===== src/rtl/id_ex_stage.sv =====
// ID/EX pipeline stage: valid/ready handshake with a 2-entry skid buffer.
// Main register drives the EX side; skid absorbs one word when EX stalls,
// so in_ready is decoded straight from the state flop.
module id_ex_stage #(
  parameter int unsigned DATA_W = 32,
  parameter int unsigned REG_W  = 5,
  parameter int unsigned WB_W   = 2,
  parameter int unsigned MEM_W  = 4
) (
  input  logic              clk,
  input  logic              rst,
  input  logic              flush,
  input  logic              in_valid,
  output logic              in_ready,
  input  logic [WB_W-1:0]   WB_ctl_in,
  input  logic [MEM_W-1:0]  MEM_ctl_in,
  input  logic [3:0]        EX_ctl_in,
  input  logic [DATA_W-1:0] pc_in,
  input  logic [DATA_W-1:0] RD1_in,
  input  logic [DATA_W-1:0] RD2_in,
  input  logic [DATA_W-1:0] immed_exted_in,
  input  logic [REG_W-1:0]  Rt_in,
  input  logic [REG_W-1:0]  Rd_in,
  input  logic [REG_W-1:0]  shamt,
  output logic              out_valid,
  input  logic              out_ready,
  output logic [WB_W-1:0]   WB_ctl_out,
  output logic [MEM_W-1:0]  MEM_ctl_out,
  output logic              RegDst,
  output logic              ALUsrc,
  output logic [1:0]        ALUop,
  output logic [DATA_W-1:0] pc_out,
  output logic [DATA_W-1:0] RD1_out,
  output logic [DATA_W-1:0] RD2_out,
  output logic [DATA_W-1:0] immed_exted_out,
  output logic [REG_W-1:0]  Rt_out,
  output logic [REG_W-1:0]  Rd_out,
  output logic [REG_W-1:0]  shamt_out
);

  localparam int unsigned PW = WB_W + MEM_W + 4 + 4 * DATA_W + 3 * REG_W;

  typedef enum logic [1:0] {
    EMPTY = 2'd0,
    BUSY  = 2'd1,
    FULL  = 2'd2
  } state_t;

  state_t          state_q, state_d;
  logic [PW-1:0]   main_q, main_d;
  logic [PW-1:0]   skid_q, skid_d;
  logic [PW-1:0]   in_word;
  logic            accept, drain;
  logic [WB_W-1:0] wb_q;
  logic [MEM_W-1:0] mem_q;
  logic [3:0]      ex_q;

  assign in_word = {WB_ctl_in, MEM_ctl_in, EX_ctl_in, pc_in, RD1_in, RD2_in,
                    immed_exted_in, Rt_in, Rd_in, shamt};

  assign {wb_q, mem_q, ex_q, pc_out, RD1_out, RD2_out, immed_exted_out,
          Rt_out, Rd_out, shamt_out} = main_q;

  assign out_valid = (state_q != EMPTY);
  assign in_ready  = (state_q != FULL);
  assign accept    = in_valid & in_ready;
  assign drain     = out_valid & out_ready;

  // Control fields read zero whenever no instruction is presented to EX
  assign WB_ctl_out  = out_valid ? wb_q  : '0;
  assign MEM_ctl_out = out_valid ? mem_q : '0;
  assign RegDst      = out_valid & ex_q[3];
  assign ALUop       = out_valid ? ex_q[2:1] : '0;
  assign ALUsrc      = out_valid & ex_q[0];

  // Next-state and payload steering; flush overrides every other event
  always_comb begin
    state_d = state_q;
    main_d  = main_q;
    skid_d  = skid_q;
    if (flush) begin
      state_d = EMPTY;
    end else begin
      case (state_q)
        EMPTY: begin
          if (accept) begin
            main_d  = in_word;
            state_d = BUSY;
          end
        end
        BUSY: begin
          if (accept && drain) begin
            main_d = in_word;
          end else if (accept) begin
            skid_d  = in_word;
            state_d = FULL;
          end else if (drain) begin
            state_d = EMPTY;
          end
        end
        FULL: begin
          if (drain) begin
            main_d  = skid_q;
            state_d = BUSY;
          end
        end
        default: state_d = EMPTY;
      endcase
    end
  end

  // State and payload registers, cleared asynchronously by active-low rst
  always_ff @(posedge clk or negedge rst) begin
    if (!rst) begin
      state_q <= EMPTY;
      main_q  <= '0;
      skid_q  <= '0;
    end else begin
      state_q <= state_d;
      main_q  <= main_d;
      skid_q  <= skid_d;
    end
  end

endmodule


===== config.mk =====
export PLATFORM = sky130hd
export DESIGN_NAME = id_ex_stage
export DESIGN_NICKNAME = d
export VERILOG_FILES = /design/src/rtl/id_ex_stage.sv
export SDC_FILE = /design/constraint.sdc
export NUM_CORES = 1
export LEC_CHECK = 0
export CAP_MARGIN = 5
export CORE_MARGIN = 5
export CORE_UTILIZATION = 48
export CTS_BUF_LIST = sky130_fd_sc_hd__clkbuf_4 sky130_fd_sc_hd__clkbuf_8
export CTS_CLUSTER_DIAMETER = 80
export DETAILED_ROUTE_END_ITERATION = 10
export PLACE_DENSITY_LB_ADDON = 0.12
export SLEW_MARGIN = 5
export SYNTH_ARGS = -nofsm -noshare
export SYNTH_HDL_FRONTEND = slang
export SYNTH_SLANG_ARGS = --single-unit

===== constraint.sdc =====
create_clock -name clk -period 1.75 [get_ports clk]
set_input_delay 0.35 -clock clk [delete_from_list [all_inputs] [get_ports clk]]
set_output_delay 0.35 -clock clk [all_outputs]
set_load 0.02 [all_outputs]

==> results.md, run 1 <==
- Worst Path Required: around 2200 ps
- Vias in the first global route: approximately 10k
- Fmax: 0.5019 GHz
- Layout net count: roughly 1.8k
- Clk slew on worst S/H paths: roughly 60 ps
- Number of synthesized register bits: ~310
- Mapped Area: 14610 sq um
- Layout Skew: around 26 ps
- HPWL Detailed: about 23 mm
- Fin area: ~21000 sq um
- Sequential area share after synthesis: 0.5277
- Core region area: approximately 30000 sq um
- Largest net degree at the start of global routing: 80
- Worst-path cell chain: buf_6 > nor2b_4 > buf_6 > nand2_4 > a21oi_4 > buf_12 > buf_12 > clkbuf_16 > mux2_4
- DR DRC count: 0
- Mapped Cells: 1310
- Max stage delay on crit path: between 400 and 500 ps
- Hold slack: between 200 and 300 ps
- Synthesized Nets: 1468
- Worst VDD drop: ~690 uV
- Vias per cell: between 5 and 6
- CTS tree: yes
- Final Hold Fails: 0
- Tcrit/Tclk final: 1.138
- First-pass GRT wire length: around 56 mm
- Slew @ Worst Pin: ~410 ps
- RSZ-0062 raised after global routing: yes
- CTS sink cnt: 308
- Final Critical Period: ~2000 ps
- Worst setup slack after layout: -242.3 ps
- Routed via count: 10.52k
- Top cell family by delay on the critical path: buffers and inverters
- Pwr/cell area: about 1100 nW/um^2
- Initial antenna violation count: 7
- HP Class: in2async
- Critical Path Fanout Max: 8
- Failing checks: negative setup slack
- Startpoint types: register
- CP Class: reg2reg
- IO Port Bufs: 312
- Routed WL per cell: between 20 and 25 um
- GP Congestion: 0.7850
- # H-tree levels: 2
- Area Growth Syn to Fin: 42.99%
- Synth warnings: 0
- Rel. slew slack: 0.7268
- DP Cell Count: about 1.9k
- Remaining antenna violation count: 0
- Drt total wl: around 42 mm
- Filler cells: 2154
- Final Max Tran Viols: 0
- # setup viols final: between 300 and 400
- Critical Path Sink Type: register
- # IOs: approximately 310
- TNS Setup: -42210 ps
- Non-filler cells, final: a little over 2k
- DP Area: 17510 sq um
- Clock latency on the worst-skew pair: roughly 570 ps
- Rows: 63
- Starting density of the core: 0.4889
- Slowest-stage cell, CP: dfrtp_2
- Worst-case clock buffer depth: 3
- Chip Height: between 150 and 200 um
- Max_cap viols: 0
- Die area: 34020 sq um
- WP buf/inv: 5
- Syn_area_per_cell: 11.15 sq um
- Run status: finished with violations
- Number of distinct library cells after synthesis: 22
- Core Util, Final: 0.6991
- DRT iter0 DRCs: 560
- Leak: roughly 10 nW
- Chip width: between 150 and 200 um
- Global-route usage over all layers: 0.2039
- CTS root buf: clkbuf_8
- Congestion Overflow GR: 0
- Layout cells sized above 1: 0.3337
- Detailed Routing Iterations Pass 1: 4
- Crit path DAT: around 2400 ps
- Number of CTS-inserted buffers: 52
## logic make-up after synthesis
logic type             Yosys count  synth area share
flip-flops                     308            0.5277
AND/OR/NAND/NOR                479            0.1261
buffers and inverters          212            0.1051
multiplexers                   306            0.2382
AO/OA/AOI/OAI                    5          0.002913
## layout by cell type, fill, tap and decap left out, types with 2 or more instances in the layout
cell             synthesis  layout
nand2_1                461     460
dfrtp_1                308     306
mux2_4                   9     266
clkdlybuf4s50_1          0     156
dlygate4sd2_1            0     142
clkbuf_8                 0      61
buf_12                   0      41
mux2_2                 261      37
buf_6                   21      26
buf_4                  143      25
clkbuf_16                0      24
buf_8                    0      15
clkbuf_4                 0      14
buf_16                   0      10
nor2b_1                 11       8
buf_2                   36       6
nor2b_4                  0       3
mux2_1                  36       3
nor2_4                   0       2
a21oi_1                  2       2
clkinvlp_4               0       2
dfrtp_2                  0       2
## state kept, by name, indices dropped and copies added, names as in the netlist
| name | flops |
|---|---|
| state_q | 2 |
| skid_q | 153 |
| main_q | 153 |
## worst register-to-register path: cells and delay by family, from the launching register on
family          cells  cell delay (ps)
mux                 1              300
compound gates      1              220
flops               1              430
simple gates        2              170
buf+inv             5              780
## cells in the mapped netlist (all sizes together)
master	count	area share
nand2	461	0.12
nor2	2	0.00051
nor3b	1	0.00051
dfrtp	308	0.53
mux2	306	0.24
o22a	1	0.00060
a21oi	3	0.0018
nor2b	12	0.0053
o21a	1	0.00051
clkbuf	10	0.0026
nand3b	1	0.00051
nand2b	1	0.00043
nor3	1	0.00034
buf	200	0.10
inv	2	0.00051
## through the flow
stage / power (W) / setup WS [ps]
after floorplan: 0.01355 / 87.32
after global placement: 0.01518 / -534.4
after detailed placement: 0.01536 / -545.3
after CTS: 0.02127 / -242.5
after global routing: 0.02351 / -276.5
final: 0.02249 / -242.3
## area by class of cell
cell class / instances / area (sq um) / share of cell area
multi-input combinational: 791 / 6396 / 0.3062
clock buffer: 75 / 944.7 / 0.04523
antenna: 1 / 2.502 / 0.0001198
sequential: 308 / 7710 / 0.3691
tap: 390 / 488.0 / 0.02336
timing repair buffer: 448 / 5290 / 0.2533
clock inverter: 3 / 45.04 / 0.002157
inverter: 2 / 10.01 / 0.0004792
## path summary, 6_finish.rpt
check | from | to | slack (ps) | depth (start not counted)
max | state_q[1] | main_q[19] | -240 | 9
min | rst | main_q[147] | 260 | 2
max reg2reg | state_q[1] | main_q[19] | -240 | 9
min reg2reg | main_q[41] | main_q[41] | 490 | 1
max in group asynchronous | rst | main_q[139] | 780 | 4
min in group clk | Rd_in[2] | skid_q[7] | 420 | 2
## routing by layer
| layer | GRT usage | up-vias | routed length, um | part of all wire |
|---|---|---|---|---|
| met1 | 0.2780 | 5357 | 18210 | 0.43 |
| li1 | - | 4705 | - | - |
| met3 | 0.06000 | 72 | 3063 | 0.073 |
| met5 | 0 | - | 81 | 0.0019 |
| met4 | 0.04703 | 12 | 770 | 0.018 |
| met2 | 0.3253 | 369 | 19880 | 0.47 |
## power by group
group,total (W),switching (W),internal [W]
combinational,0.00625,0.00256,0.00369
clock,0.00631,0.00277,0.00354
sequential,0.00993,0.00104,0.00888
total,0.0225,0.00637,0.0161
## what timing repair did
action / CTS / global route
endpoints found under the setup margin: 452 / 319
setup buffers: 21 / 22
pin swaps: 3 / 4
hold endpoints to repair: 230 / 0
hold buffers: 1 / 0
gates cloned: 11 / 30
resized for setup: 216 / 335
Power figures use the tool's default switching activity.
==> inputs of run 2 (changes only) <==
--- a/config.mk
+++ b/config.mk
@@ -11,7 +11,7 @@
 export CTS_BUF_LIST = sky130_fd_sc_hd__clkbuf_4 sky130_fd_sc_hd__clkbuf_8
 export CTS_CLUSTER_DIAMETER = 80
 export DETAILED_ROUTE_END_ITERATION = 10
-export PLACE_DENSITY_LB_ADDON = 0.12
+export PLACE_DENSITY_LB_ADDON = 0.08
 export SLEW_MARGIN = 5
 export SYNTH_ARGS = -nofsm -noshare
 export SYNTH_HDL_FRONTEND = slang
==> results.md, run 2 (synthesized netlist as in run 1, its figures left out) <==
- Layout Skew: 29.98 ps (+4.110 ps)
- Clk slew on worst S/H paths: 60 ps (about the same)
- Biggest regs: main_q (153), skid_q (153), state_q (2)
- Vias per cell: 5.062 (-2.9%)
- Run status: finished with violations
- Number of CTS-inserted buffers: 52 (unchanged)
- Global-route usage over all layers: 0.2145 (+0.01055)
- Routed via count: 10.15k (-3.4%)
- Commonest non-fill, non-tap cell in the layout: nand2_1
- Final Max Tran Viols: 0 (unchanged)
- Worst-case clock buffer depth: 3 (unchanged)
- Worst Path Required: 2180 ps (-20 ps)
- # IOs: 313 (unchanged)
- Area Growth Syn to Fin: 39.77%
- Slew @ Worst Pin: 503.0 ps (+93.11 ps)
- # H-tree levels: 2 (unchanged)
- Vias in the first global route: 10.45k (+1.3%)
- HP Class: in2async
- RSZ-0062 raised after global routing: yes
- DR DRC count: 0 (unchanged)
- CTS sink cnt: 308 (unchanged)
- Chip width: 184.4 um (unchanged)
- GP Congestion: 0.7783 (-0.85%)
- DP Cell Count: 1856 (-0.27%)
- Fmax: 0.5189 GHz (+3.4%)
- Failing checks: negative setup slack
- Largest net degree at the start of global routing: 78 (-2.5%)
- Worst setup slack after layout: -177.1 ps (+65.27 ps)
- Met2 Routed Length: 20.06 mm (+0.88%)
- Remaining antenna violation count: 0 (unchanged)
- Die area: 34020 sq um (unchanged)
- Startpoint types: register
- Final Critical Period: 1927 ps (-65.27 ps)
- Chip Height: 184.4 um (unchanged)
- Pwr/cell area: 1106 nW/um^2 (+2.7%)
- First-pass GRT wire length: 58.06 mm (+4.2%)
- CTS root buf: clkbuf_8
- IO Port Bufs: 312 (unchanged)
- Rows: 63 (unchanged)
- R2R Setup Slk: -180 ps (+70 ps)
- Detailed Routing Iterations Pass 1: 4 (unchanged)
- Layout net count: 1736 (-1.4%)
- Congestion Overflow GR: 0 (unchanged)
- M1 wire length: 18.07 mm (-0.77%)
- Routed WL per cell: 20.83 um (about the same)
- Rel. slew slack: 0.6647 (-0.06208)
- Critical Path Fanout Max: 7 (-1)
- WL met3: 2.941 mm (-4.0%)
- CTS tree: yes
- CP Class: reg2reg
- Leak: 9.937 nW (-2.6%)
- Hold slack: 319.6 ps (+57.57 ps)
- Clock latency on the worst-skew pair: 580 ps (about the same)
- Max_cap viols: 0 (unchanged)
- Layout cells sized above 1: 0.3263 (-0.007427)
- Tcrit/Tclk final: 1.101 (-0.03730)
- TNS Setup: -35450 ps (+6759 ps)
- Non-filler cells, final: 2006 (-0.59%)
- Worst VDD drop: 711.8 uV (+3.0%)
- Critical Path Sink Type: register
- Core Util, Final: 0.6834 (-0.01575)
- Commonest cells after routing, fill and taps aside: nand2_1, dfrtp_1, mux2_4
- Filler cells: 2242 (+4.1%)
- Drt total wl: 41.79 mm (-0.52%)
- # setup viols final: 318 (+1.3%)
- Core region area: 29870 sq um (unchanged)
- Crit path DAT: 2360 ps (-80 ps)
- HPWL Detailed: 23.70 mm (+2.4%)
- DRT iter0 DRCs: 524 (-6.4%)
- Final Hold Fails: 0 (unchanged)
- Starting density of the core: 0.4889 (unchanged)
- Top sig layer: met5
- Initial antenna violation count: 6 (-1)
==> run 2: cell count changes in the layout (fill, tap and decap cells not counted), sizes merged <==
cell / change
bufbuf: -1
clkbuf: +7
buf: -20
inv: -1
clkdlybuf4s15: -1
clkinv: +5
bufinv: -1
==> run 2: timing repair <==
item	in CTS	in global routing
endpoints found under the setup margin	370	319
resized for setup	293	212
cloned	10	23
hold buffers	1	0
pin swaps	3	2
hold endpoints to repair	36	0
setup buffers	17	16
==> run 2: path summary, 6_finish.rpt <==
path	from	endpoint	depth (start not counted)
max in group asynchronous	rst	state_q[0]	3
setup / recovery	state_q[1]	main_q[90]	8
min in group clk	RD2_in[18]	skid_q[65]	2
setup reg to reg	state_q[1]	main_q[90]	8
hold reg to reg	main_q[65]	main_q[65]	1
hold / removal	rst	main_q[94]	2
==> run 2: through the flow <==
stage               power, W  setup slack [ps]  cell area (sq um)
floorplan            0.01355             87.32              14610
global placement     0.01518            -459.3              17470
detailed placement   0.01538            -507.6              17470
CTS                  0.02190            -207.0              19130
global route         0.02364            -243.8              20420
finish               0.02258            -177.1              20420
==> run 2: per-layer routing <==
layer | vias to the layer above | GRT usage
met2 | 291 | 0.3480
met3 | 59 | 0.06454
met5 | - | 0
li1 | 4664 | -
met1 | 5130 | 0.2849
met4 | 10 | 0.05235
==> run 2: cell type report <==
cell class	instances	area, sq um	share of cell area
Antenna cell	1	2.502	0.0001226
Clock inverter	6	35.03	0.001716
Inverter	2	12.51	0.0006129
Timing Repair Buffer	423	4837	0.2369
Multi-Input combinational cell	791	6286	0.3079
Clock buffer	85	1045	0.05117
Tap cell	390	488.0	0.02390
Sequential cell	308	7710	0.3776
==> run 2: critical path, stage by stage, from the launching register on <==
cell and delay, ps:
dfrtp_2 440, buf_6 130, nor2b_4 140, nand2_2 80, a21oi_4 220, buf_12 160, buf_12 160, buf_6 130
mux2_2 330
==> run 2: report_power, final <==
part	total, W	internal, W	switching (W)
Clock	0.00660	0.00374	0.00286
Sequential	0.00992	0.00888	0.00104
Combinational	0.00606	0.00354	0.00253
Total	0.0226	0.0162	0.00642
